--- config.mk ---
export PLATFORM = sky130hd
export DESIGN_NAME = fetch
export DESIGN_NICKNAME = d
export VERILOG_FILES = /design/src/rtl/fetch.sv
export SDC_FILE = /design/constraint.sdc
export NUM_CORES = 1
export LEC_CHECK = 0
export ABC_AREA = 1
export BUFFER_PORTS_ARGS = -buffer_cell sky130_fd_sc_hd__buf_4
export CORE_MARGIN = 2
export CORE_UTILIZATION = 30
export DETAILED_ROUTE_END_ITERATION = 6
export MAX_ROUTING_LAYER = met4
export PLACE_DENSITY = 0.56
export SLEW_MARGIN = 20
export SYNTH_ARGS = -nofsm -noshare
export SYNTH_HDL_FRONTEND = slang
export SYNTH_SLANG_ARGS = --single-unit
--- constraint.sdc ---
create_clock -name i_clk -period 4.6 [get_ports i_clk]
set_input_delay 0.23 -clock i_clk [delete_from_list [all_inputs] [get_ports i_clk]]
set_output_delay 0.23 -clock i_clk [all_outputs]
set_load 0.02 [all_outputs]
--- src/rtl/fetch.sv ---
// Instruction-fetch stage: owns the PC, issues one outstanding imem request,
// and presents a registered instruction to decode with a 1-entry skid buffer.
module fetch #(
    parameter int unsigned     XLEN     = 32,
    parameter logic [XLEN-1:0] RESET_PC = '0,
    parameter logic [XLEN-1:0] NOP_INST = 'h13
) (
    input  logic            i_clk,
    input  logic            i_rst_n,
    input  logic            i_stall,
    input  logic            i_flush,
    input  logic [XLEN-1:0] i_redirect_pc,
    output logic            o_imem_req,
    output logic [XLEN-1:0] o_imem_addr,
    input  logic            i_imem_ready,
    input  logic            i_imem_rvalid,
    input  logic [XLEN-1:0] i_imem_rdata,
    output logic [XLEN-1:0] or_inst,
    output logic [XLEN-1:0] or_pc,
    output logic            or_valid
);

    typedef enum logic {
        S_IDLE,
        S_WAIT
    } state_t;

    state_t          r_state;
    state_t          w_state_nxt;
    logic            r_drop;
    logic            w_drop_nxt;
    logic [XLEN-1:0] r_pc;
    logic [XLEN-1:0] w_pc_nxt;
    logic [XLEN-1:0] r_fly_pc;
    logic            r_skid_valid;
    logic [XLEN-1:0] r_skid_inst;
    logic [XLEN-1:0] r_skid_pc;
    logic            w_accept;
    logic            w_resp;
    logic            w_out_free;

    assign o_imem_addr = r_pc;

    always_comb begin
        o_imem_req  = i_rst_n && (r_state == S_IDLE)
                      && !i_flush && !r_skid_valid;
        w_accept    = o_imem_req && i_imem_ready;
        w_resp      = (r_state == S_WAIT) && i_imem_rvalid
                      && !r_drop && !i_flush;
        w_out_free  = !or_valid || !i_stall;
        w_state_nxt = r_state;
        w_drop_nxt  = r_drop;
        w_pc_nxt    = r_pc;
        if (i_flush) begin
            w_pc_nxt = {i_redirect_pc[XLEN-1:2], 2'b00};
            // An unanswered request stays outstanding; its data is dropped later.
            if ((r_state == S_WAIT) && !i_imem_rvalid) begin
                w_drop_nxt = 1'b1;
            end else begin
                w_state_nxt = S_IDLE;
                w_drop_nxt  = 1'b0;
            end
        end else begin
            unique case (r_state)
                S_IDLE: begin
                    if (w_accept) begin
                        w_pc_nxt    = r_pc + XLEN'(4);
                        w_state_nxt = S_WAIT;
                    end
                end
                S_WAIT: begin
                    if (i_imem_rvalid) begin
                        w_state_nxt = S_IDLE;
                        w_drop_nxt  = 1'b0;
                    end
                end
            endcase
        end
    end

    always_ff @(posedge i_clk) begin
        if (!i_rst_n) begin
            r_state <= S_IDLE;
            r_drop  <= 1'b0;
            r_pc    <= RESET_PC;
        end else begin
            r_state <= w_state_nxt;
            r_drop  <= w_drop_nxt;
            r_pc    <= w_pc_nxt;
        end
    end

    always_ff @(posedge i_clk) begin
        if (!i_rst_n) begin
            r_fly_pc     <= '0;
            r_skid_valid <= 1'b0;
            r_skid_inst  <= NOP_INST;
            r_skid_pc    <= '0;
            or_valid     <= 1'b0;
            or_inst      <= NOP_INST;
            or_pc        <= '0;
        end else begin
            if (w_accept) begin
                r_fly_pc <= r_pc;
            end
            if (i_flush) begin
                or_valid     <= 1'b0;
                or_inst      <= NOP_INST;
                r_skid_valid <= 1'b0;
            end else if (w_out_free) begin
                if (r_skid_valid) begin
                    or_valid     <= 1'b1;
                    or_inst      <= r_skid_inst;
                    or_pc        <= r_skid_pc;
                    r_skid_valid <= 1'b0;
                end else if (w_resp) begin
                    or_valid <= 1'b1;
                    or_inst  <= i_imem_rdata;
                    or_pc    <= r_fly_pc;
                end else begin
                    or_valid <= 1'b0;
                    or_inst  <= NOP_INST;
                end
            end else if (w_resp) begin
                r_skid_valid <= 1'b1;
                r_skid_inst  <= i_imem_rdata;
                r_skid_pc    <= r_fly_pc;
            end
        end
    end

    // A response is only legal while a request is outstanding.
    a_no_stray_rvalid: assert property (
        @(posedge i_clk) disable iff (!i_rst_n)
        (r_state == S_IDLE) |-> !i_imem_rvalid
    );

endmodule

==> results.toml <==
[outcome]
status = "completed"

[timing]
setup_tns_ps = 0
slew_viol_final = 0
rsz0062_at_grt = "false"
tightest_slew_ps = 1050
maxSlewHeadroom = 0.294
whs_ps = 21.9
finalHoldViolCount = 0
period_needed_ps = 2580
timing.final.crit_share = 0.561
clock_skew_ps = 14.7
max_freq_mhz = 388
finalSetupViolCount = 0

[layout]
drive_above_1_share = 0.167
stdcell_area_um2 = 10100
regArea_um2 = 3760
synthToLayoutAreaGrowth_pct = 24.0
fill_cells = 2900
antenna_cells = 0
multiInputGateArea_um2 = 3650
final_cell_mix = "nand2_1, dfxtp_1, buf_4"
final_common_cell = "nand2_1"
nets = 1359

[setup_path]
arrival_ps = 2870
crit_family = "buffers and inverters"
path_max_fanout = 79
crit_type = "flop to flop"
rr_startpoint = "r_skid_valid"
path_cells = "nor2_1, nand3_2, buf_4, inv_2, a22oi_1, a21oi_1"
cp_slowest_cell = "dfxtp_2"
worstPathRequired_ps = 4890
cp-end-kind = "flop"
reg2reg_depth = 6
r2r-end = "o_imem_addr[3]"
cpPeakStageDelay_ps = 870
r2r_setup_slack_ps = 2020
cp_num_buf_inv = 2
cp-start-kind = "flop"

[min_path]
hold_end = "r_skid_inst[7]"
hold_depth = 3
hp-start = "i_imem_rdata[7]"
hp-class = "input port to flop"

[floorplanning]
initial_utilization = 0.304
die_area_um2 = 28600
ios = 168
die_y_um = 169
row_count = 60
dieWidth_um = 169
coreArea_um2 = 26900

[grt]
antenna_found_initial = 0
globalRouteOverflowTotal = 0
grt_util_all_layers = 0.177
grt_pass1_vias = 7017
grt_max_degree = 105
grt_pass1_wl_um = 39000

[place]
dp_hpwl_um = 16000
place_congestion = 0.876
place.port_buffers = 161
placed_area_um2 = 9540

[cts]
clockBufferDepth = 2
clkLatencyLatePin_ps = 440
cts-root-buf = "clkbuf_16"
numClockSinks = 188
htreeDepth = 4
path_clk_slew_ps = 80
cts_tree = "yes"
cts_made_buffers = 17

[logic_synthesis]
netlist_instances = 1176
syn-cell-area_um2 = 8180
ys_ff_latch = 188
synth_cell_types = 30
yosysSeqAreaShare = 0.460
syn_area_per_cell_um2 = 6.96
ys_warn_count = 0

[routing]
ant_nets = 0
drt_iter0_drc = 623
drc = 0
first_pass_iters = 5
vias = 7833
wl_per_cell_um = 15.0
routed_wl_um = 24600
viasPerCell = 4.77

[power_and_ir_drop]
power_per_cell_area_nw_per_um2 = 340
p_leak_nw = 4.09
ir_drop_uv = 182

[job]
cap_violations = 0
worst min-delay path, cell delays in order:
cell and delay, ps:
buf_4 80, nor2_1 30, nor2_1 80
power breakdown:
group          leakage (nW)  switching (mW)  internal, mW
Combinational          2.28           0.170         0.108
Sequential             1.52          0.0343          1.66
Clock                 0.286           0.738         0.735
Total                  4.09           0.942          2.50
layout make-up:
| cell class | count | share of cell area |
|---|---|---|
| Tap cell | 341 | 0.0421 |
| Multi-Input combinational cell | 796 | 0.360 |
| Timing Repair Buffer | 169 | 0.125 |
| Inverter | 116 | 0.0429 |
| Clock buffer | 17 | 0.0419 |
| Sequential cell | 188 | 0.371 |
| Clock inverter | 15 | 0.0167 |
kinds of logic (layout without fill, tap and decap cells):
group | after synthesis | count (layout) | synth area share
adder cells (fa/ha/maj) | 1 | 1 | 0.00153
flip-flops | 188 | 188 | 0.460
AO/OA/AOI/OAI | 306 | 306 | 0.199
buffers and inverters | 195 | 317 | 0.0963
other | 1 | 4 | 0.000458
AND/OR/NAND/NOR | 481 | 481 | 0.239
XOR/XNOR | 4 | 4 | 0.00428
synth_stat cells (all sizes together):
| library cell | count | share of area |
|---|---|---|
| a2111oi | 1 | 0.0011 |
| a211oi | 14 | 0.013 |
| a21oi | 82 | 0.050 |
| a22oi | 1 | 0.00092 |
| a31oi | 32 | 0.024 |
| buf | 34 | 0.022 |
| clkbuf | 45 | 0.021 |
| conb | 1 | 0.00046 |
| dfxtp | 188 | 0.46 |
| ha | 1 | 0.0015 |
| inv | 116 | 0.053 |
| nand2 | 234 | 0.11 |
| nand3 | 83 | 0.051 |
| nand4 | 4 | 0.0031 |
| nor2 | 154 | 0.073 |
| nor3 | 5 | 0.0031 |
| o211ai | 1 | 0.00092 |
| o21ai | 172 | 0.11 |
| o311ai | 3 | 0.0032 |
| or2 | 1 | 0.00077 |
| xnor2 | 2 | 0.0021 |
| xor2 | 2 | 0.0021 |
metal layers:
layer / vias to the layer above / global-route usage / wire length [µm]
li1: 4066 / - / -
met1: 3594 / 0.251 / 12600
met2: 152 / 0.262 / 10700
met3: 21 / 0.0266 / 878
met4: 0 / 0.0472 / 354
met5: - / - / 0
what timing repair did:
action,in CTS,in global routing
hold buffers,1,0
setup buffers,0,0
resized for setup,0,0
hold endpoints to repair,1,0
registers in the layout, summed over array words and instances, names as in the netlist:
register	cells
r_drop	1
r_fly_pc	30
r_skid_pc	30
r_state	1
or_inst	32
r_skid_inst	32
o_imem_addr	30
r_skid_valid	1
or_pc	30
or_valid	1
per-stage QoR:
step                 util  instances  worst slack [ps]  power (mW)
finish              0.377       1642              2020        3.44
global route        0.377       1642              1720        3.60
CTS                 0.377       1642              1980        3.49
detailed placement  0.355       1609              1840        2.01
global placement    0.355       1609              1870        2.01
floorplan               -       1179              2930        1.88
how the worst max path moves through the flow:
stage	cells after the start	slack, ps	to	from
after floorplan	10	2930	o_imem_addr[26]	o_imem_addr[3]
after global placement	9	1870	o_imem_addr[18]	i_flush
after detailed placement	9	1840	o_imem_addr[18]	i_flush
after CTS	8	1980	o_imem_addr[29]	r_skid_valid
after global routing	8	1720	o_imem_addr[29]	r_skid_valid
final	6	2020	o_imem_addr[3]	r_skid_valid
(Power assumes the default switching activity.)
